### src/rtl/collision_scheduler.sv
// Collects per-frame ball collision events, snapshots them at frame start,
// and issues one velocity-update request per ball over a valid/ready handshake.
module collision_scheduler #(
  parameter int NUM_BALLS = 4,
  parameter int IDX_W     = $clog2(NUM_BALLS)
) (
  input  logic                 clk,
  input  logic                 resetN,
  input  logic                 startOfFrame,
  input  logic [NUM_BALLS-1:0] ballDR,
  input  logic                 bordersDR,
  input  logic                 holesDR,
  output logic                 reqValid,
  output logic [IDX_W-1:0]     reqBall,
  output logic [1:0]           reqType,
  input  logic                 reqReady,
  output logic                 busy,
  output logic                 frameDone,
  output logic                 overrunErr
);

  typedef enum logic [1:0] {
    S_IDLE,
    S_SCAN,
    S_ISSUE,
    S_DONE
  } state_t;

  state_t r_state;
  state_t w_next;

  logic [NUM_BALLS-1:0]      r_pocketF;
  logic [NUM_BALLS-1:0]      r_ballF;
  logic [NUM_BALLS-1:0]      r_borderF;
  logic [NUM_BALLS-1:0]      w_pocketN;
  logic [NUM_BALLS-1:0]      w_ballN;
  logic [NUM_BALLS-1:0]      w_borderN;
  logic [NUM_BALLS-1:0][1:0] r_snap;
  logic [NUM_BALLS-1:0][1:0] w_code;
  logic [IDX_W-1:0]          r_idx;
  logic                      r_overrun;
  logic                      w_multi;
  logic                      w_take;
  logic                      w_last;
  logic                      w_accept;
  logic                      w_adv;
  logic [1:0]                w_cur;

  // Two or more set bits: clearing the lowest set bit leaves something.
  assign w_multi   = |(ballDR & (ballDR - NUM_BALLS'(1)));
  assign w_pocketN = ballDR & {NUM_BALLS{holesDR}};
  assign w_ballN   = ballDR & {NUM_BALLS{w_multi}};
  assign w_borderN = ballDR & {NUM_BALLS{bordersDR}};

  assign w_take   = startOfFrame && (r_state == S_IDLE);
  assign w_cur    = r_snap[r_idx];
  assign w_last   = (r_idx == IDX_W'(NUM_BALLS - 1));
  assign w_accept = (r_state == S_ISSUE) && reqReady;
  assign w_adv    = ((r_state == S_SCAN) && (w_cur == 2'b00))
                  || w_accept;

  always_comb begin
    w_code = '0;
    for (int i = 0; i < NUM_BALLS; i++) begin
      if (r_pocketF[i])      w_code[i] = 2'b11;
      else if (r_ballF[i])   w_code[i] = 2'b10;
      else if (r_borderF[i]) w_code[i] = 2'b01;
      else                   w_code[i] = 2'b00;
    end
  end

  // Same-cycle coincidences land in the freshly cleared flags.
  always_ff @(posedge clk or negedge resetN) begin
    if (!resetN) begin
      r_pocketF <= '0;
      r_ballF   <= '0;
      r_borderF <= '0;
    end else if (w_take) begin
      r_pocketF <= w_pocketN;
      r_ballF   <= w_ballN;
      r_borderF <= w_borderN;
    end else begin
      r_pocketF <= r_pocketF | w_pocketN;
      r_ballF   <= r_ballF | w_ballN;
      r_borderF <= r_borderF | w_borderN;
    end
  end

  always_ff @(posedge clk or negedge resetN) begin
    if (!resetN) begin
      r_snap <= '0;
    end else if (w_take) begin
      r_snap <= w_code;
    end else if (w_accept) begin
      r_snap[r_idx] <= 2'b00;
    end
  end

  always_ff @(posedge clk or negedge resetN) begin
    if (!resetN) begin
      r_idx <= '0;
    end else if (w_take) begin
      r_idx <= '0;
    end else if (w_adv && !w_last) begin
      r_idx <= r_idx + IDX_W'(1);
    end
  end

  always_ff @(posedge clk or negedge resetN) begin
    if (!resetN) begin
      r_overrun <= 1'b0;
    end else begin
      r_overrun <= startOfFrame && (r_state != S_IDLE);
    end
  end

  always_ff @(posedge clk or negedge resetN) begin
    if (!resetN) begin
      r_state <= S_IDLE;
    end else begin
      r_state <= w_next;
    end
  end

  always_comb begin
    w_next = r_state;
    unique case (r_state)
      S_IDLE: begin
        if (startOfFrame) w_next = S_SCAN;
      end
      S_SCAN: begin
        if (w_cur != 2'b00) w_next = S_ISSUE;
        else if (w_last)    w_next = S_DONE;
      end
      S_ISSUE: begin
        if (reqReady) w_next = w_last ? S_DONE : S_SCAN;
      end
      S_DONE: begin
        w_next = S_IDLE;
      end
      default: w_next = S_IDLE;
    endcase
  end

  always_comb begin
    reqValid   = (r_state == S_ISSUE);
    reqBall    = reqValid ? r_idx : '0;
    reqType    = reqValid ? w_cur : 2'b00;
    busy       = (r_state != S_IDLE);
    frameDone  = (r_state == S_DONE);
    overrunErr = r_overrun;
  end

endmodule

### config.mk
export PLATFORM = sky130hd
export DESIGN_NAME = collision_scheduler
export DESIGN_NICKNAME = d
export VERILOG_FILES = /design/src/rtl/collision_scheduler.sv
export SDC_FILE = /design/constraint.sdc
export NUM_CORES = 1
export LEC_CHECK = 0
export ABC_CLOCK_PERIOD_IN_PS = 1720
export CORE_UTILIZATION = 30
export CTS_BUF_LIST = sky130_fd_sc_hd__clkbuf_4
export DETAILED_ROUTE_END_ITERATION = 7
export GPL_ROUTABILITY_DRIVEN = 0
export HOLD_SLACK_MARGIN = 0.02
export PLACE_DENSITY = 0.62
export SYNTH_ARGS = -nofsm -noshare
export SYNTH_HDL_FRONTEND = slang
export SYNTH_SLANG_ARGS = --single-unit
### constraint.sdc
create_clock -name clk -period 1.72 [get_ports clk]
set_input_delay 0.43 -clock clk [delete_from_list [all_inputs] [get_ports clk]]
set_output_delay 0.43 -clock clk [all_outputs]
set_load 0.02 [all_outputs]
==> flow_metrics.py, run 1 <==
metrics = {
    "status": {
        "status": "finished, violations left",
        "violations": "setup timing",
    },
    "routing": {
        "vias": 979,
        "dr.pass1.iters": 4,
        "drtAntennaViolNets": 0,
        "route.detailed.drc": 0,
        "drtIter0Drc": 38,
        "wl_per_cell_um": 12.6,
        "vias_per_cell": 4.94,
        "wirelength_mm": 2.49,
    },
    "timing": {
        "final_max_slew_viol_count": 0,
        "max_freq_mhz": 505,
        "worstMarginPinSlew_ps": 393,
        "setup_slack_ps": -259,
        "fin_crit_ps": 1980,
        "hold_violations": 0,
        "fin_crit_sh_pct": 115,
        "slew_headroom_pct": 73.8,
        "setup_viol": 7,
        "rsz0062_at_grt": "yes",
        "fin_skew_ps": 3.38,
    },
    "layout": {
        "final_cell_mix": "dfrtp_1, buf_4, o21ai_0, a21oi_1, clkdlybuf4s50_1",
        "final_core_util_pct": 43.5,
        "regArea_um2": 626,
        "nNetsFinal": 165,
        "fillers": 366,
        "layout-drive-gt1-share_pct": 29.3,
        "antennaDiodeCount": 0,
        "instances_no_fill": 198,
        "multi_input_area_um2": 537,
        "syn_to_final_growth_pct": 38.0,
        "layout_commonest_cell": "dfrtp_1",
    },
    "worst_setup_path": {
        "cp.required_ps": 1290,
        "crit_buf_inv": 1,
        "arrival_ps": 1550,
        "setup.worst_path.class": "flop to output pin",
        "path_max_fanout": 3,
        "critPathLaunchType": "flop",
        "cp_slowest_cell": "mux4_2",
        "setup.worst_path.start": "r_idx[0]",
        "path_cells": "mux4_2 > and2_4 > buf_6",
        "cp_slowest_stage_delay_ps": 540,
        "cp-end-kind": "output pin",
        "reg2reg_from": "r_idx[0]",
        "critPathTopFamily": "multiplexers",
    },
    "global_routing": {
        "grt_pass1_wl_mm": 4.19,
        "grt_pass1_vias": 951,
        "track_usage_pct": 12.9,
        "gr-total-overflow": 0,
        "grt_max_degree": 26,
        "antenna_found_initial": 0,
    },
    "place": {
        "io_buffers": 17,
        "place_hpwl_mm": 1.72,
        "place_inst": 187,
    },
    "yosys": {
        "synth.cell_area_um2": 1160,
        "synth-seq-cells": 25,
        "syn_nets": 127,
        "synthArstFlopShare_pct": 100,
        "yosys_warnings": 0,
        "synth_cells": 113,
        "synth_flop_cell": "dfrtp_1",
        "synth.avg_cell_area_um2": 10.3,
        "ys_types": 21,
        "synth_edf_count": 0,
        "ys_seq_area_share_pct": 53.8,
    },
    "clocking": {
        "cts_tree": "done",
        "h-tree-depth": 1,
        "cts_buffer_depth": 2,
        "path_clk_slew_ps": 130,
        "hold_buffers": 0,
        "cts_root_buf": "clkbuf_4",
        "clkLatencyLatePin_ps": 310,
        "cts_buffers": 3,
        "cts_sinks": 25,
    },
    "die": {
        "dieArea_um2": 4130,
        "ios": 18,
        "start_util_pct": 31.5,
        "die_w_um": 64.3,
        "core.rowCount": 22,
        "core-area_um2": 3690,
        "fp.dieH_um": 64.3,
    },
    "power_and_ir_drop": {
        "leakagePower_nw": 0.729,
        "peakVddDrop_mv": 0.648,
        "powerDensity_nw_per_um2": 1520,
    },
    "worst_hold_path": {
        "hold_path_class": "primary input to async pin",
    },
    "run": {
        "timing.max_cap.violations": 0,
    },
}
## synth_stat cells, drive strengths merged, types with 2 or more instances
cell type | number | area [µm²]
nand3 | 8 | 40.0
nor2 | 7 | 26.3
o21ai | 11 | 55.1
o31ai | 5 | 37.5
inv | 9 | 33.8
clkbuf | 3 | 11.3
and2 | 4 | 26.3
ha | 4 | 50.1
nand2 | 6 | 22.5
a21oi | 11 | 55.1
dfrtp | 25 | 626
nor2b | 2 | 12.5
nor3 | 3 | 15.0
a22o | 8 | 70.1
mux4 | 2 | 45.0
## final cells by class
class                   instances  area share [%]
repair buffers                 36            20.0
multi-input cells              76            33.4
well taps                      48            3.74
flip-flops and latches         25            39.0
inverters                       9            2.10
clock buffers                   3            1.40
clock inverters                 1           0.312
## worst paths after layout
| kind | to | cells after the start | slack (ps) |
|---|---|---|---|
| min in group clk | r_snap[2] | 2 | 520 |
| min | overrunErr | 2 | 490 |
| max | reqType[0] | 3 | -260 |
| min reg2reg | r_snap[2] | 2 | 520 |
| max reg2reg | r_state[1] | 6 | -160 |
| max in group asynchronous | r_snap[2] | 2 | 980 |
## per-stage QoR
step	total power, mW	setup TNS [ps]	hold slack (ps)	instance area, µm²	worst slack (ps)
2_1_floorplan	1.53	0	134	1160	45.1
3_3_place_gp	1.97	-884	494	1490	-369
3_5_place_dp	1.99	-1070	489	1490	-398
4_1_cts	2.39	-1170	489	1570	-267
5_1_grt	2.62	-1710	487	1610	-320
6_report	2.44	-1180	492	1610	-259
## cell families after synthesis
| logic type | synth area share [%] |
|---|---|
| simple gates | 14.7 |
| fa+ha+maj | 4.30 |
| flops | 53.8 |
| compound gates | 19.5 |
| buf+inv | 3.87 |
| mux | 3.87 |
## repair_timing
action / CTS / global route
buffers inserted: 5 / 2
gates cloned: 0 / 0
pin swaps: 6 / 2
resized for setup: 42 / 11
endpoints found under the setup margin: 11 / 11
## routing by layer
| metal | global-route usage (%) | wire [µm] | vias to the layer above |
|---|---|---|---|
| met5 | 0 | 0 | - |
| met3 | 3.75 | 132 | 2 |
| met2 | 20.7 | 1170 | 31 |
| met4 | 1.67 | 10 | 0 |
| met1 | 17.5 | 1170 | 469 |
| li1 | - | - | 477 |
## flip-flops by register name, indices dropped and copies added, names as in the netlist
| name | count |
|---|---|
| r_pocketF | 4 |
| r_idx | 2 |
| r_snap | 8 |
| r_borderF | 4 |
| overrunErr | 1 |
| r_ballF | 4 |
| r_state | 2 |
## report_power, final
part | leakage (nW) | internal (mW) | total [mW] | switching (mW)
registers | 0.284 | 0.816 | 0.958 | 0.142
logic | 0.428 | 0.649 | 1.23 | 0.578
clock network | 0.0177 | 0.0869 | 0.254 | 0.167
(Power assumes the default switching activity.)
==> run 2: changes to the inputs <==
--- a/config.mk
+++ b/config.mk
@@ -5,11 +5,9 @@
 export SDC_FILE = /design/constraint.sdc
 export NUM_CORES = 1
 export LEC_CHECK = 0
-export ABC_CLOCK_PERIOD_IN_PS = 1720
 export CORE_UTILIZATION = 30
 export CTS_BUF_LIST = sky130_fd_sc_hd__clkbuf_4
 export DETAILED_ROUTE_END_ITERATION = 7
-export GPL_ROUTABILITY_DRIVEN = 0
 export HOLD_SLACK_MARGIN = 0.02
 export PLACE_DENSITY = 0.62
 export SYNTH_ARGS = -nofsm -noshare
==> results of run 2 <==
Final layout, timing and power as in run 1 (identical DEF).
==> run 3: changes to the inputs <==
--- a/config.mk
+++ b/config.mk
@@ -5,6 +5,8 @@
 export SDC_FILE = /design/constraint.sdc
 export NUM_CORES = 1
 export LEC_CHECK = 0
+export ABC_AREA = 1
+export CORE_MARGIN = 2
 export CORE_UTILIZATION = 30
 export CTS_BUF_LIST = sky130_fd_sc_hd__clkbuf_4
 export DETAILED_ROUTE_END_ITERATION = 7
==> run 3 against run 2 <==
  * Hold slack got worse by 35 ps
  * Cell count is 20% higher
  * Flip-flop and latch count unchanged
  * Global-route usage is 2.4 points lower
  * Register-to-register slack gained 370 ps
  * Sequential share of layout area is 1.2 points lower
  * The run still ends with setup timing left
  * Utilization fell by 3.0 points
  * Wire length about the same
  * Setup slack improved by 260 ps
  * First-iteration DRC count shrank 39%
  * Non-clock buffer count decreased by 3
==> flow_metrics.py, run 3 <==
metrics = {
    "power_and_ir_drop": {
        "p_total_mw": 2.79,
        "leakagePower_nw": 0.859,
        "peakVddDrop_mv": 0.610,
        "powerDensity_nw_per_um2": 1680,
    },
    "global_routing": {
        "antenna_found_initial": 0,
        "grt_max_degree": 26,
        "grt_pass1_vias": 1000,
        "track_usage_pct": 10.5,
        "grt_busiest_layer": "met2",
        "grtUsageMet3_pct": 1.45,
        "grt.met2_usage_pct": 17.7,
        "grt_pass1_wl_mm": 4.17,
        "gr-usage-met1_pct": 13.8,
        "gr-total-overflow": 0,
    },
    "yosys": {
        "synthXorXnorAreaFrac_pct": 0,
        "yosysTopAreaCell": "dfrtp_1",
        "synth_fa_ha_area_share_pct": 3.87,
        "synth.most_common_cell": "nand2_1",
        "synthSimpleGateAreaFrac_pct": 26.5,
        "synth_common_cells": "nand2_1, dfrtp_1, inv_1",
        "ys_seq_area_share_pct": 48.4,
        "yosys_warnings": 0,
        "ys_types": 22,
        "synth_edf_count": 0,
        "synth-compound-area-share_pct": 11.5,
        "synth_top_area_share_pct": 48.4,
        "synth_mux_area_share_pct": 0,
        "synth-seq-cells": 25,
        "synth.cell_area_um2": 1290,
        "syn_nets": 168,
        "synthTopCellsByArea": "dfrtp_1, nand2_1, inv_1",
        "synth_flop_cell": "dfrtp_1",
        "synthArstFlopShare_pct": 100,
        "synth.avg_cell_area_um2": 8.39,
        "synth_cells": 154,
        "synth_top_family_by_area": "simple AND/OR/NAND/NOR gates",
    },
    "worst_setup_path": {
        "critPathLaunchType": "flop",
        "reg2regPathDepth": 7,
        "setup.worst_path.class": "flop to output pin",
        "arrival_ps": 1290,
        "cp.required_ps": 1290,
        "path_max_fanout": 6,
        "cp-end-kind": "output pin",
    },
    "status": {
        "violations": "setup timing",
        "status": "finished, violations left",
    },
    "die": {
        "start_util_pct": 31.6,
        "die_w_um": 69.6,
        "ios": 18,
        "core-area_um2": 4090,
        "fp.dieH_um": 69.6,
        "core.rowCount": 23,
        "dieArea_um2": 4850,
    },
    "timing": {
        "slew_headroom_pct": 79.2,
        "setup_viol": 1,
        "fin_crit_sh_pct": 100,
        "max_freq_mhz": 581,
        "worstMarginPinSlew_ps": 312,
        "setup_slack_ps": -2.49,
        "final_max_slew_viol_count": 0,
        "hold_violations": 0,
        "fin_crit_ps": 1720,
        "fin_skew_ps": 3.63,
        "rsz0062_at_grt": "yes",
    },
    "routing": {
        "drtAntennaViolNets": 0,
        "vias": 1058,
        "dr.pass1.iters": 4,
        "wl_per_cell_um": 10.5,
        "vias_per_cell": 4.45,
        "wirelength_mm": 2.49,
        "drtIter0Drc": 23,
        "route.detailed.drc": 0,
    },
    "clocking": {
        "hold_buffers": 0,
        "cts_sinks": 25,
        "cts_tree": "done",
        "path_clk_slew_ps": 130,
        "cts_buffer_depth": 2,
        "cts_buffers": 3,
        "cts_root_buf": "clkbuf_4",
        "clkLatencyLatePin_ps": 310,
        "h-tree-depth": 1,
    },
    "place": {
        "placedInstanceArea_um2": 1590,
        "gp_routability_congestion": 0.825,
        "place_hpwl_mm": 1.92,
        "io_buffers": 17,
        "place_inst": 230,
    },
    "run": {
        "timing.max_cap.violations": 0,
    },
    "worst_hold_path": {
        "hold_path_class": "primary input to async pin",
    },
    "layout": {
        "design_area_um2": 1660,
        "antennaDiodeCount": 0,
        "largest_reg_flops": 8,
        "final_cell_mix": "nand2_1, dfrtp_1, inv_1",
        "layout_commonest_cell": "nand2_1",
        "syn_to_final_growth_pct": 28.3,
        "fillers": 432,
        "layout-drive-gt1-share_pct": 25.5,
        "instances_no_fill": 238,
        "largest_register": "r_snap",
        "nNetsFinal": 203,
    },
}
## run 3: changes by cell type in the layout (fill, tap and decap cells not counted), sizes merged, moves of 4 or more
cell   change
nand3      +7
buf        -4
inv       +17
a21oi      -9
a22o       -8
nand2     +37
and2       -4
nor2       +4
o22ai      +8
## run 3: kinds of logic (layout without fill, tap and decap cells)
kind of cell    after synthesis  in the layout
compound gates               24             24
buf+inv                      29             63
flops                        25             25
simple gates                 72             72
fa+ha+maj                     4              4
## run 3: through the flow
stage	setup TNS [ps]	setup slack (ps)	hold slack, ps	utilization, %
2_1_floorplan	0	225	134	-
3_3_place_gp	-296	-113	465	38.9
3_5_place_dp	-413	-159	469	38.9
4_1_cts	-44.1	-27.9	459	40.4
5_1_grt	-226	-97.2	464	40.6
6_report	-2.49	-2.49	457	40.6
## run 3: worst paths after layout
kind / from / to / slack (ps)
min reg2reg: r_pocketF[1] / r_snap[3] / 500
max reg2reg: r_idx[0] / r_state[1] / 210
min in group clk: r_pocketF[1] / r_snap[3] / 500
min: resetN / r_idx[0] / 460
max in group asynchronous: resetN / r_idx[0] / 1010
max: r_idx[0] / reqType[1] / -2
## run 3: cell type report
cell class / instances / area (µm²) / area share [%]
sequential: 25 / 627 / 37.8
multi-input combinational: 100 / 559 / 33.7
timing repair buffer: 33 / 279 / 16.8
inverter: 26 / 100 / 6.04
tap: 50 / 62.6 / 3.77
clock buffer: 4 / 30.0 / 1.81
## run 3: critical path: stages (launching register included)
cell	delay, ps
dfrtp_2	480
inv_4	90
nand2_1	60
nand3_2	60
nand2_2	50
nor2_1	80
buf_4	140
## run 3: layer usage
| metal | share of wire, % | up-vias |
|---|---|---|
| li1 | - | 560 |
| met1 | 48 | 472 |
| met2 | 46 | 24 |
| met3 | 4.6 | 2 |
| met4 | 0.76 | 0 |
| met5 | 0 | - |
## run 3: power by group
part	total (mW)	switching [mW]	internal, mW
Combinational	1.49	0.815	0.678
Clock	0.273	0.167	0.106
Sequential	1.03	0.178	0.848
Total	2.79	1.16	1.63
## run 3: timing repair
| item | in CTS | in global routing |
|---|---|---|
| resized for setup | 32 | 10 |
| pin swaps | 3 | 0 |
| setup endpoints to repair | 7 | 7 |
| setup buffers | 4 | 0 |
==> edit: new RTL, flow settings as in run 1 <==
The 4 states of `state_t` get a one-hot encoding in 4 bits.
--- a/src/rtl/collision_scheduler.sv
+++ b/src/rtl/collision_scheduler.sv
@@ -19,11 +19,11 @@
   output logic                 overrunErr
 );
 
-  typedef enum logic [1:0] {
-    S_IDLE,
-    S_SCAN,
-    S_ISSUE,
-    S_DONE
+  typedef enum logic [3:0] {
+    S_IDLE  = 4'b0001,
+    S_SCAN  = 4'b0010,
+    S_ISSUE = 4'b0100,
+    S_DONE  = 4'b1000
   } state_t;
 
   state_t r_state;
Formal check against the unedited RTL: no difference found for any inputs over 10 cycles, from zero or initial values and one cycle with resetN low; not proved beyond that.
==> edit against run 1 <==
- the flow still finishes with violations (setup timing)
- combinational power increased by 26%
- routed wire length grew 24%
- sequential power increased by 16%
- synthesized area up 13%
- worst setup slack got worse by 0.017 ns
- final area rose by 22%
- sequential cell count up 2
- utilization rose by 4.2 points
- power increased by 20%
==> edit: results (changes against run 1) <==
qor: run_status.result_of_the_run finished with violations
qor: run_status.violations setup timing
qor: clocking.number_of_gates_resized_after_cts 53 [+26%]
qor: place.hpwlAfterDp 2.17 mm [+27%]
qor: clocking.worst_setup_hold_path_clk_slew 0.15 ns [+0.02 ns]
qor: power.leakage 0.922 nW [+26%]
qor: yosys.post_synthesis_compound_gate_area_fraction 0.153 [-0.0411]
qor: finish.ratio_of_cells_with_drive_above_1_in_the_final_layout 0.376 [+0.0824]
qor: power.swShare 0.357 [-0.00665]
qor: power.power_frac_seq 0.378 [-0.015]
qor: sta.setup_viol_count_final 9 [+2]
qor: worst_setup_path.crit_path_max_delay_cell_type sky130_fd_sc_hd__dfrtp_1
qor: power.total_power 0.00293 W [+20%]
qor: yosys.ys_types 28 [+33%]
qor: sta.timing.setup.tns -1.39 ns [-0.207 ns]
qor: finish.sh_seq_area 0.347 [-0.0429]
qor: finish.layout.non_clock_buffers 51 [+42%]
qor: worst_setup_path.critPathMaxStageDelay 0.43 ns [-0.11 ns]
qor: detailed_routing.postRouteWirelength 3.09 mm [+24%]
qor: finish.multi_input_area_share 0.334 [-0.000398]
qor: yosys.ys_seq_area_frac 0.516 [-0.0219]
qor: clocking.clock_insertion_delay_worst_skew 0.33 ns [+0.02 ns]
qor: sta.fin_ws -0.276 ns [-0.0173 ns]
qor: finish.num-nets-final 188 [+14%]
qor: yosys.mean_area_per_synthesized_cell 10.8 um2 [+5.3%]
qor: place.placed_cells 212 [+13%]
[edit: cell types whose count changed after synthesis, sizes merged, moves of 2 or more]
cell | before | now
nand2 | 6 | 12
a21oi | 11 | 6
nand3 | 8 | 13
nor2 | 7 | 11
nor3 | 3 | 0
nor4b | 0 | 3
nor2b | 2 | 0
[edit: worst paths after layout]
kind                                  from    endpoint  slack (ns)  cells past startpoint
worst max-delay path            r_state[1]  reqType[0]       -0.28                      5
worst max register to register  r_state[1]    r_idx[1]       -0.03                      7
worst min register to register  r_ballF[0]  r_ballF[0]        0.51                      2
min in group clk                r_ballF[0]  r_ballF[0]        0.51                      2
max in group asynchronous           resetN  r_state[0]        0.95                      2
worst min-delay path                resetN    r_idx[1]        0.45                      2
[edit: metal layers]
metal | wire [um] | track usage
met1 | 1340 | 0.169
met2 | 1630 | 0.243
met3 | 115 | 0.0250
met4 | 11 | 0.0234
met5 | 0 | 0
